[config.mk]
export PLATFORM = sky130hd
export DESIGN_NAME = counter_display_ctrl
export DESIGN_NICKNAME = d
export VERILOG_FILES = /design/src/rtl/counter_display_ctrl.sv
export SDC_FILE = /design/constraint.sdc
export NUM_CORES = 1
export LEC_CHECK = 0
export ABC_AREA = 1
export CAP_MARGIN = 0
export CORE_ASPECT_RATIO = 0.8
export CORE_UTILIZATION = 45
export DETAILED_ROUTE_END_ITERATION = 16
export PLACE_DENSITY = 0.67
export SKIP_CTS_REPAIR_TIMING = 1
export SLEW_MARGIN = 20
export SYNTH_ARGS = -nofsm -noshare
export SYNTH_HDL_FRONTEND = slang
export SYNTH_SLANG_ARGS = --single-unit
[constraint.sdc]
create_clock -name clock -period 3.6 [get_ports clock]
set_clock_uncertainty 0.2 [all_clocks]
set_input_delay 0.54 -clock clock [delete_from_list [all_inputs] [get_ports clock]]
set_output_delay 0.54 -clock clock [all_outputs]
set_load 0.02 [all_outputs]
[src/rtl/counter_display_ctrl.sv]
// Free-running hex/BCD up/down counter with its own tick prescaler and a
// registered active-low seven-segment driver with optional leading-zero blanking.
module counter_display_ctrl #(
    parameter int unsigned DIGITS   = 8,
    parameter int unsigned PRESCALE = 50000000,
    parameter int unsigned BLANK_LZ = 1
) (
    input  logic                  clock,
    input  logic                  reset,
    input  logic                  run,
    input  logic                  up,
    input  logic                  bcd,
    input  logic                  clear,
    input  logic                  load,
    input  logic [4*DIGITS-1:0]   load_value,
    output logic [4*DIGITS-1:0]   value,
    output logic [7*DIGITS-1:0]   seg,
    output logic                  tick,
    output logic                  wrap
);
    localparam int unsigned VW = 4 * DIGITS;
    localparam int unsigned SW = 7 * DIGITS;
    localparam int unsigned PW = (PRESCALE > 1) ? $clog2(PRESCALE) : 1;
    localparam logic [PW-1:0] PTERM = PW'(PRESCALE - 1);

    logic [PW-1:0] presc_q, presc_d;
    logic          tick_q, tick_d;
    logic [VW-1:0] value_q, value_d;
    logic          wrap_q, wrap_d;
    logic [SW-1:0] seg_q, seg_d;

    logic [VW-1:0] hex_val, bcd_val, load_clamped;
    logic          hex_wrap, bcd_wrap;

    function automatic logic [6:0] glyph(input logic [3:0] n);
        logic [6:0] g;
        case (n)
            4'h0: g = 7'h40;
            4'h1: g = 7'h79;
            4'h2: g = 7'h24;
            4'h3: g = 7'h30;
            4'h4: g = 7'h19;
            4'h5: g = 7'h12;
            4'h6: g = 7'h02;
            4'h7: g = 7'h78;
            4'h8: g = 7'h00;
            4'h9: g = 7'h10;
            4'hA: g = 7'h08;
            4'hB: g = 7'h03;
            4'hC: g = 7'h46;
            4'hD: g = 7'h21;
            4'hE: g = 7'h06;
            default: g = 7'h0E;
        endcase
        return g;
    endfunction

    // Prescaler and registered terminal-count tick
    always_comb begin
        presc_d = (presc_q == PTERM) ? '0 : presc_q + PW'(1);
        tick_d  = (presc_q == PTERM);
    end

    // Binary step
    always_comb begin
        hex_val  = up ? value_q + VW'(1) : value_q - VW'(1);
        hex_wrap = up ? (&value_q) : ~(|value_q);
    end

    // Decimal step: digits above 9 count as 9; carry/borrow ripples from digit 0
    always_comb begin
        logic       chain;
        logic [3:0] dig;
        bcd_val      = '0;
        load_clamped = '0;
        chain        = 1'b1;
        for (int k = 0; k < int'(DIGITS); k++) begin
            dig = value_q[4*k +: 4];
            if (dig > 4'd9) begin
                dig = 4'd9;
            end
            bcd_val[4*k +: 4] = dig;
            if (chain) begin
                if (up) begin
                    if (dig == 4'd9) begin
                        bcd_val[4*k +: 4] = 4'd0;
                    end else begin
                        bcd_val[4*k +: 4] = dig + 4'd1;
                        chain = 1'b0;
                    end
                end else begin
                    if (dig == 4'd0) begin
                        bcd_val[4*k +: 4] = 4'd9;
                    end else begin
                        bcd_val[4*k +: 4] = dig - 4'd1;
                        chain = 1'b0;
                    end
                end
            end
            load_clamped[4*k +: 4] = (load_value[4*k +: 4] > 4'd9) ? 4'd9
                                                                   : load_value[4*k +: 4];
        end
        bcd_wrap = chain;
    end

    // Update priority: clear, then load, then a tick-qualified step
    always_comb begin
        value_d = value_q;
        wrap_d  = 1'b0;
        if (clear) begin
            value_d = '0;
        end else if (load) begin
            value_d = bcd ? load_clamped : load_value;
        end else if (tick_q && run) begin
            value_d = bcd ? bcd_val : hex_val;
            wrap_d  = bcd ? bcd_wrap : hex_wrap;
        end
    end

    // Segment decode, scanning from the top digit to find leading zeros
    always_comb begin
        logic       lz;
        logic [3:0] dig;
        seg_d = '1;
        lz    = (BLANK_LZ != 0);
        for (int k = int'(DIGITS) - 1; k >= 0; k--) begin
            dig = value_q[4*k +: 4];
            if (dig != 4'd0) begin
                lz = 1'b0;
            end
            if (lz && (k != 0)) begin
                seg_d[7*k +: 7] = 7'h7F;
            end else begin
                seg_d[7*k +: 7] = glyph(dig);
            end
        end
    end

    always_ff @(posedge clock or negedge reset) begin
        if (!reset) begin
            presc_q <= '0;
            tick_q  <= 1'b0;
            value_q <= '0;
            wrap_q  <= 1'b0;
            seg_q   <= '1;
        end else begin
            presc_q <= presc_d;
            tick_q  <= tick_d;
            value_q <= value_d;
            wrap_q  <= wrap_d;
            seg_q   <= seg_d;
        end
    end

    assign value = value_q;
    assign seg   = seg_q;
    assign tick  = tick_q;
    assign wrap  = wrap_q;

endmodule

-- Word-level counts from Yosys, hierarchy flattened
Memory sizes are Yosys's and may differ from the RTL's. A register that Yosys moved wholly into a read port is not among the register bits.
Index checks and enable logic that the tools add are counted.
- register bits: 116
- bits in read-only memories: 896
- input port bits: 39
- word-level logic and storage cells: 182
- memories: 8
- memories (memory ; words ; width ; read ports ; clocked after memory_dff ; wr ports ; RTL line ; RTL):
    (name not given) ; 16 ; 7 ; 1 ; 0 ; 0 ; 37 ; case (n)
    (name not given) ; 16 ; 7 ; 1 ; 0 ; 0 ; 37 ;
    (name not given) ; 16 ; 7 ; 1 ; 0 ; 0 ; 37 ;
    (name not given) ; 16 ; 7 ; 1 ; 0 ; 0 ; 37 ;
    (name not given) ; 16 ; 7 ; 1 ; 0 ; 0 ; 37 ;
    (name not given) ; 16 ; 7 ; 1 ; 0 ; 0 ; 37 ;
    +2 memories ; n/a ; n/a ; n/a ; n/a ; n/a ; n/a ;
- $add $sub $neg: 19
- magnitude comparators: 16
- equality and inequality tests: 9
- multiplexer cells: 104
- bitwise operators: 1
- reduce and logical (&&, ||, !) cells: 20
- operators by type and width (cell ; number):
    $mux 32 ; 6
    $mux 4 ; 47
    $gt 4x4->1 const B ; 16
    $mux 7 ; 7
    $mux 1 ; 43
    $add 32x1->32 const B ; 1
    $add 4x1->4 const B ; 8
    $eq 4x4->1 const B ; 8
    $logic_not 4->1 ; 8
    $reduce_and 32->1 ; 1
    $reduce_or 32->1 ; 1
    $sub 32x1->32 const B ; 1
    $sub 4x1->4 const B ; 8
    $reduce_bool 4->1 ; 7
    $add 26x1->26 const B ; 1
    $eq 26x26->1 const B ; 1
    $mux 26 ; 1
    $reduce_bool 3->1 ; 1
    $logic_and 1x1->1 ; 1
    $logic_not 1->1 ; 1
    $not 1->1 ; 1

-- Longest topological paths before layout
- depth in word-level cells: 16
- mapped depth: 21
- depth with buffers taken out: 21

-- Least setup slack after synthesis
No wires, ideal clock.
- kind: reg2reg
- from: register value_q[0] (netlist: value[0])
- to: register value_q[24] (netlist: value[24])
- library setup time: 0.118 ns
- data arrival time: 2.764 ns
- data required time: 3.282 ns
- slack: 0.518 ns
- stages on the path, launching flop included: 21
- path buffers: 1
- period minus slack after synthesis: 3.082 ns
- cells stage by stage: dfrtp_1 -> inv_1 -> ha_1 -> nor2_1 -> nor2_1 -> nor2_1 -> nor2_1 -> inv_1 -> ha_1 -> nand2_2 -> nand2_2 -> nand3_4 -> nor2_4 -> nand4_4 -> nor2_8 -> buf_12 -> nand3_1 -> nand3_1 -> nand3_1 -> nand3_1 -> nand2_1
- longest elaborated chain between the ends: 15
- elaborated cells between the ends (all ways): 20
- those cells by class: add/sub (2); order compare (1); eq/ne (1); mux (15); reduce/logical (1)
- RTL lines (what ; RTL line ; RTL):
    from (decl) ; 28 ; logic [VW-1:0] value_q, value_d;
    from (signal assigned) ; 149 ; value_q <= value_d;
    $gt 4x4->1 ; 79 ; if (dig > 4'd9) begin
    $mux 4 ; 79 ;
    $eq 4x4->1 / $logic_not 4->1 (equally long branches) ; 85, 92 ;
    $mux 1 (on tied branches) ; 85, 92 ;
    $mux 1 ; 84 ; if (up) begin
    $mux 1 (5 in a row) ; 83 ; if (chain) begin
    $mux 4 ; 83 ;
    $mux 32 (*) ; 115 ; value_d = bcd ? bcd_val : hex_val;
    $mux 32 (*) ; 114 ; end else if (tick_q && run) begin
    $mux 32 (*) ; 112 ; end else if (load) begin
    $mux 32 (*) ; 110 ; if (clear) begin
Mark *: on every way between the ends. The rest lies on a longest branch, timed or not. The select of a mux whose other input is x is not followed.
A chain may end at the register's enable or synchronous reset.

-- Worst setup path after layout
- from: register value_q[0] (netlist: value[0])
- to: register value_q[28] (netlist: value[28])
- longest elaborated chain between the ends: 16
- elaborated cells between the ends (all ways): 21
- those cells by class: add/sub (2); order compare (1); eq/ne (1); mux (16); reduce/logical (1)
- RTL lines (what ; RTL line):
    $gt 4x4->1 ; 79
    $mux 4 ; 79
    $eq 4x4->1 / $logic_not 4->1 (equally long branches) ; 85, 92
    $mux 1 (on tied branches) ; 85, 92
    $mux 1 ; 84
    $mux 1 (6 in a row) ; 83
    $mux 4 ; 83
    $mux 32 (*) ; 115
    $mux 32 (*) ; 114
    $mux 32 (*) ; 112
    $mux 32 (*) ; 110
Marked as above.

==> summary.txt <==
Timing
  – Max-slew headroom: 59.07%
  – Tmin final: 3.372 ns
  – Final setup margin: 0.2280 ns
  – Hold Vio Cnt, Final: 0
  – Setup TNS: 0 ns
  – Setup-failing EPs final: 0
  – Worst-Margin Slew: 0.6075 ns
  – RSZ-0062 raised after global routing: false
  – Final period util: 93.67%
  – Max Freq: 0.2966 GHz
  – Hold slack: 0.2645 ns
  – Slew Limit Fails: 0

Worst setup path
  – Largest delay share family, worst path: simple AND/OR/NAND/NOR gates
  – Worst Path Arrival: 3.50 ns
  – Worst setup path class: reg2reg
  – Critical Path Stages: 20
  – CP max stage cell: dfrtp_1
  – Reg2reg setup slack: 0.23 ns
  – Crit-path most repeated cell: nand2_1
  – CP cell instances: inv_1 > ha_1 > nor2_1 > nor2_1 > nor2_1 > nor2_1 > ha_1 > nand2_2 > nand2_4 > nand3_4 > nor2_4 > nand3_4 > nor2_4 > nand4_2 > nand2_1 > nand3_1 > nand2_1 > nand2_1 > nand2_1 > nand2_1
  – Required @ worst endpoint: 3.73 ns
  – Cells on worst reg2reg path: 20
  – Reg2reg start: value[0]
  – Reg2reg end: value[28]
  – CP bufs+invs: 1
  – CP Capture Point: value[28]
  – CP Launch Point: value[0]
  – Critical Path Source Type: flip-flop
  – Max FO, Critical Path: 9
  – Slowest Stage Delay on Critical Path: 0.42 ns
  – Crit. End Element: flip-flop

Yosys
  – Count of different cell masters after synthesis: 60
  – Mapped Cells: 1583
  – Area leader, netlist: dfrtp_1
  – Mapped cell area: 0.01074 mm^2
  – Yosys reg bits: 116
  – Synthesis Warnings: 0
  – Top cell type's share of synthesized area: 13.98%
  – Top cells by area, synth: dfrtp_1 14%, nand2_1 14%, dfstp_2 14%
  – Syn Area/Cell: 6.785 um^2
  – Synthesized Nets: 1721
  – Seq/Total Area, Yosys: 27.68%
  – Post-synth ARST share: 100.0%
  – Synth Flop Type: dfrtp_1
  – EDFF count, synth: 0

Routing
  – # DRC: 0
  – Drt pass-1 iters: 5
  – Detail Route Antenna Nets: 0
  – Vias/cell: 5.503
  – Post-DR wirelength/cell: 16.51 um
  – Via count: 11.37k
  – Detailed Route Iter0 Violations: 1100
  – Final wirelength: 34110 um

Layout
  – Final core occ: 56.19%
  – Layout fillers: 2332
  – Multi-input gate area: 0.006789 mm^2
  – NumNets Final: 1879
  – Register area: 0.002973 mm^2
  – Layout cell share with drive strength beyond 1: 11.00%
  – Area delta synth->final: 22.40%
  – Post-Layout Cell Count: 2066
  – Antenna diode count: 0

Floorplanning
  – FP Rows: 50
  – Die extent in x: 174.7 um
  – Chip Height: 140.2 um
  – Die area: 0.02449 mm^2
  – I/O pin cnt: 129
  – Initial Util: 45.90%
  – Core box area: 0.02340 mm^2

Placement
  – IO buf count: 128
  – Pre-CTS setup slack: 0.1220 ns
  – Placer Congestion: 0.9802
  – Post-Place Cells: 2033
  – DP Wirelength: 26010 um

Power
  – Switching power: 0.002326 W
  – Cell-internal power: 0.003465 W
  – Maximum vdd drop: 0.3228 mV
  – Sequential power share: 29.1%
  – Net Sw Frac: 40.16%
  – Combinational share of power: 41.6%
  – Pleak: 6.274 nW
  – Pwr Density: 440.5 mW/mm^2
  – Clock Power Share: 29.3%

Clock network
  – Worst skew pair latency: 0.44 ns
  – CTS tree: built
  – Root buffer cell: clkbuf_16
  – CTS Buf Count: 17
  – H-tree depth: 4
  – CTS Sinks: 116
  – Clock transition at the registers of the reported paths: 0.06 ns
  – Clk buf depth: 2

GRT
  – Vias in the first global route: 10.26k
  – Gr usage total: 28.09%
  – First-pass GRT wire length: 54830 um
  – Initial antenna violation count: 0
  – Largest net degree at the start of global routing: 81
  – Total gr overflow: 0

Min path
  – Min-delay worst type: reg2reg

Run
  – Max-cap violations: 0

Run status
  – Status: completed
-- sequential cells by signal, summed over array words and instances, names as in the netlist --
| register | cells |
|---|---|
| seg | 56 |
| value | 32 |
| presc_q | 26 |
| tick | 1 |
| wrap | 1 |
-- cell type report --
| class | count | area share (%) |
|---|---|---|
| timing repair buffer | 176 | 12.77 |
| inverter | 194 | 5.653 |
| clock inverter | 15 | 1.114 |
| sequential | 116 | 22.61 |
| tap | 312 | 2.969 |
| clock buffer | 17 | 3.236 |
| multi-input combinational | 1236 | 51.64 |
-- metal layers --
layer  GRT usage, %  vias to the layer above  share of wire, %  wire (um)
li1               -                     5614                 -          -
met1          42.61                     5255                49      16780
met4          6.178                        0               1.1        372
met5              0                        -                 0          0
met3          4.777                       28               7.4       2517
met2          41.17                      473                42      14440
-- Yosys cell counts, types with 4 or more instances --
| cell type | n |
|---|---|
| nand2_1 | 400 |
| inv_1 | 173 |
| nor2_1 | 169 |
| nand3_1 | 122 |
| a21oi_1 | 115 |
| o21ai_0 | 100 |
| ha_1 | 98 |
| dfrtp_1 | 60 |
| dfstp_2 | 56 |
| nand4_1 | 24 |
| nor3_1 | 24 |
| o21ai_1 | 24 |
| o211ai_1 | 23 |
| xor2_1 | 16 |
| clkbuf_1 | 15 |
| inv_2 | 15 |
| nor4_1 | 12 |
| o22ai_1 | 12 |
| buf_2 | 11 |
| a31oi_1 | 10 |
| xnor2_1 | 10 |
| nand2_2 | 7 |
| nor2_4 | 7 |
| o221ai_1 | 7 |
| nand2_4 | 6 |
| nor2_2 | 5 |
| o2111ai_1 | 5 |
| clkbuf_8 | 4 |
| o32ai_1 | 4 |
-- stage by stage --
| step | instance area [um^2] | total power [W] |
|---|---|---|
| floorplan | 10740 | 0.003201 |
| global placement | 12560 | 0.004061 |
| detailed placement | 12560 | 0.004081 |
| CTS | 13140 | 0.005796 |
| global route | 13150 | 0.006123 |
| finish | 13150 | 0.005791 |
-- power by group through the flow --
stage | Clock (W) | Combinational [W] | Sequential [W]
global route | 0.00177 | 0.00265 | 0.00171
floorplan | 0 | 0.00126 | 0.00194
CTS | 0.00172 | 0.00239 | 0.00169
detailed placement | 0 | 0.00237 | 0.00171
global placement | 0 | 0.00236 | 0.00170
finish | 0.00169 | 0.00241 | 0.00169
-- kinds of logic after synthesis --
kind of cell               share of synthesized area, %
adders and majority gates                         11.60
and+or+nand+nor                                   32.90
DFF                                               27.68
AOI/OAI and AO/OA                                 16.59
buffers and inverters                             9.110
xor gates and xnor gates                          2.120
-- placed cells by master (no fill, tap or decap), types with 12 or more instances in the layout --
cell             count
a21oi_1            115
buf_4               45
clkbuf_16           17
clkdlybuf4s50_1    127
dfrtp_1             60
dfstp_2             56
ha_1                98
inv_1              173
inv_2               15
nand2_1            400
nand3_1            122
nand4_1             24
nor2_1             169
nor3_1              24
nor4_1              12
o211ai_1            23
o21ai_0            100
o21ai_1             24
o22ai_1             12
xor2_1              16
-- worst register-to-register path, stage by stage (launching register included) --
cell and delay (ns):
dfrtp_1 0.42, inv_1 0.10, ha_1 0.25, nor2_1 0.07, nor2_1 0.08, nor2_1 0.06
nor2_1 0.26, ha_1 0.26, nand2_2 0.08, nand2_4 0.08, nand3_4 0.13, nor2_4 0.20
nand3_4 0.14, nor2_4 0.23, nand4_2 0.23, nand2_1 0.12, nand3_1 0.10, nand2_1 0.10
nand2_1 0.05, nand2_1 0.07, nand2_1 0.04
-- worst min-delay path by stage --
stage | startpoint | to | slack [ns] | cells after the start
2_1_floorplan | reset | presc_q[0] | 0.04 | 0
3_3_place_gp | presc_q[0] | presc_q[0] | 0.25 | 1
3_5_place_dp | presc_q[0] | presc_q[0] | 0.26 | 1
4_1_cts | reset | value[10] | -0.11 | 1
5_1_grt | presc_q[0] | presc_q[0] | 0.30 | 1
6_report | presc_q[0] | presc_q[0] | 0.26 | 1
No activity file was read; power rests on OpenSTA's default activity.
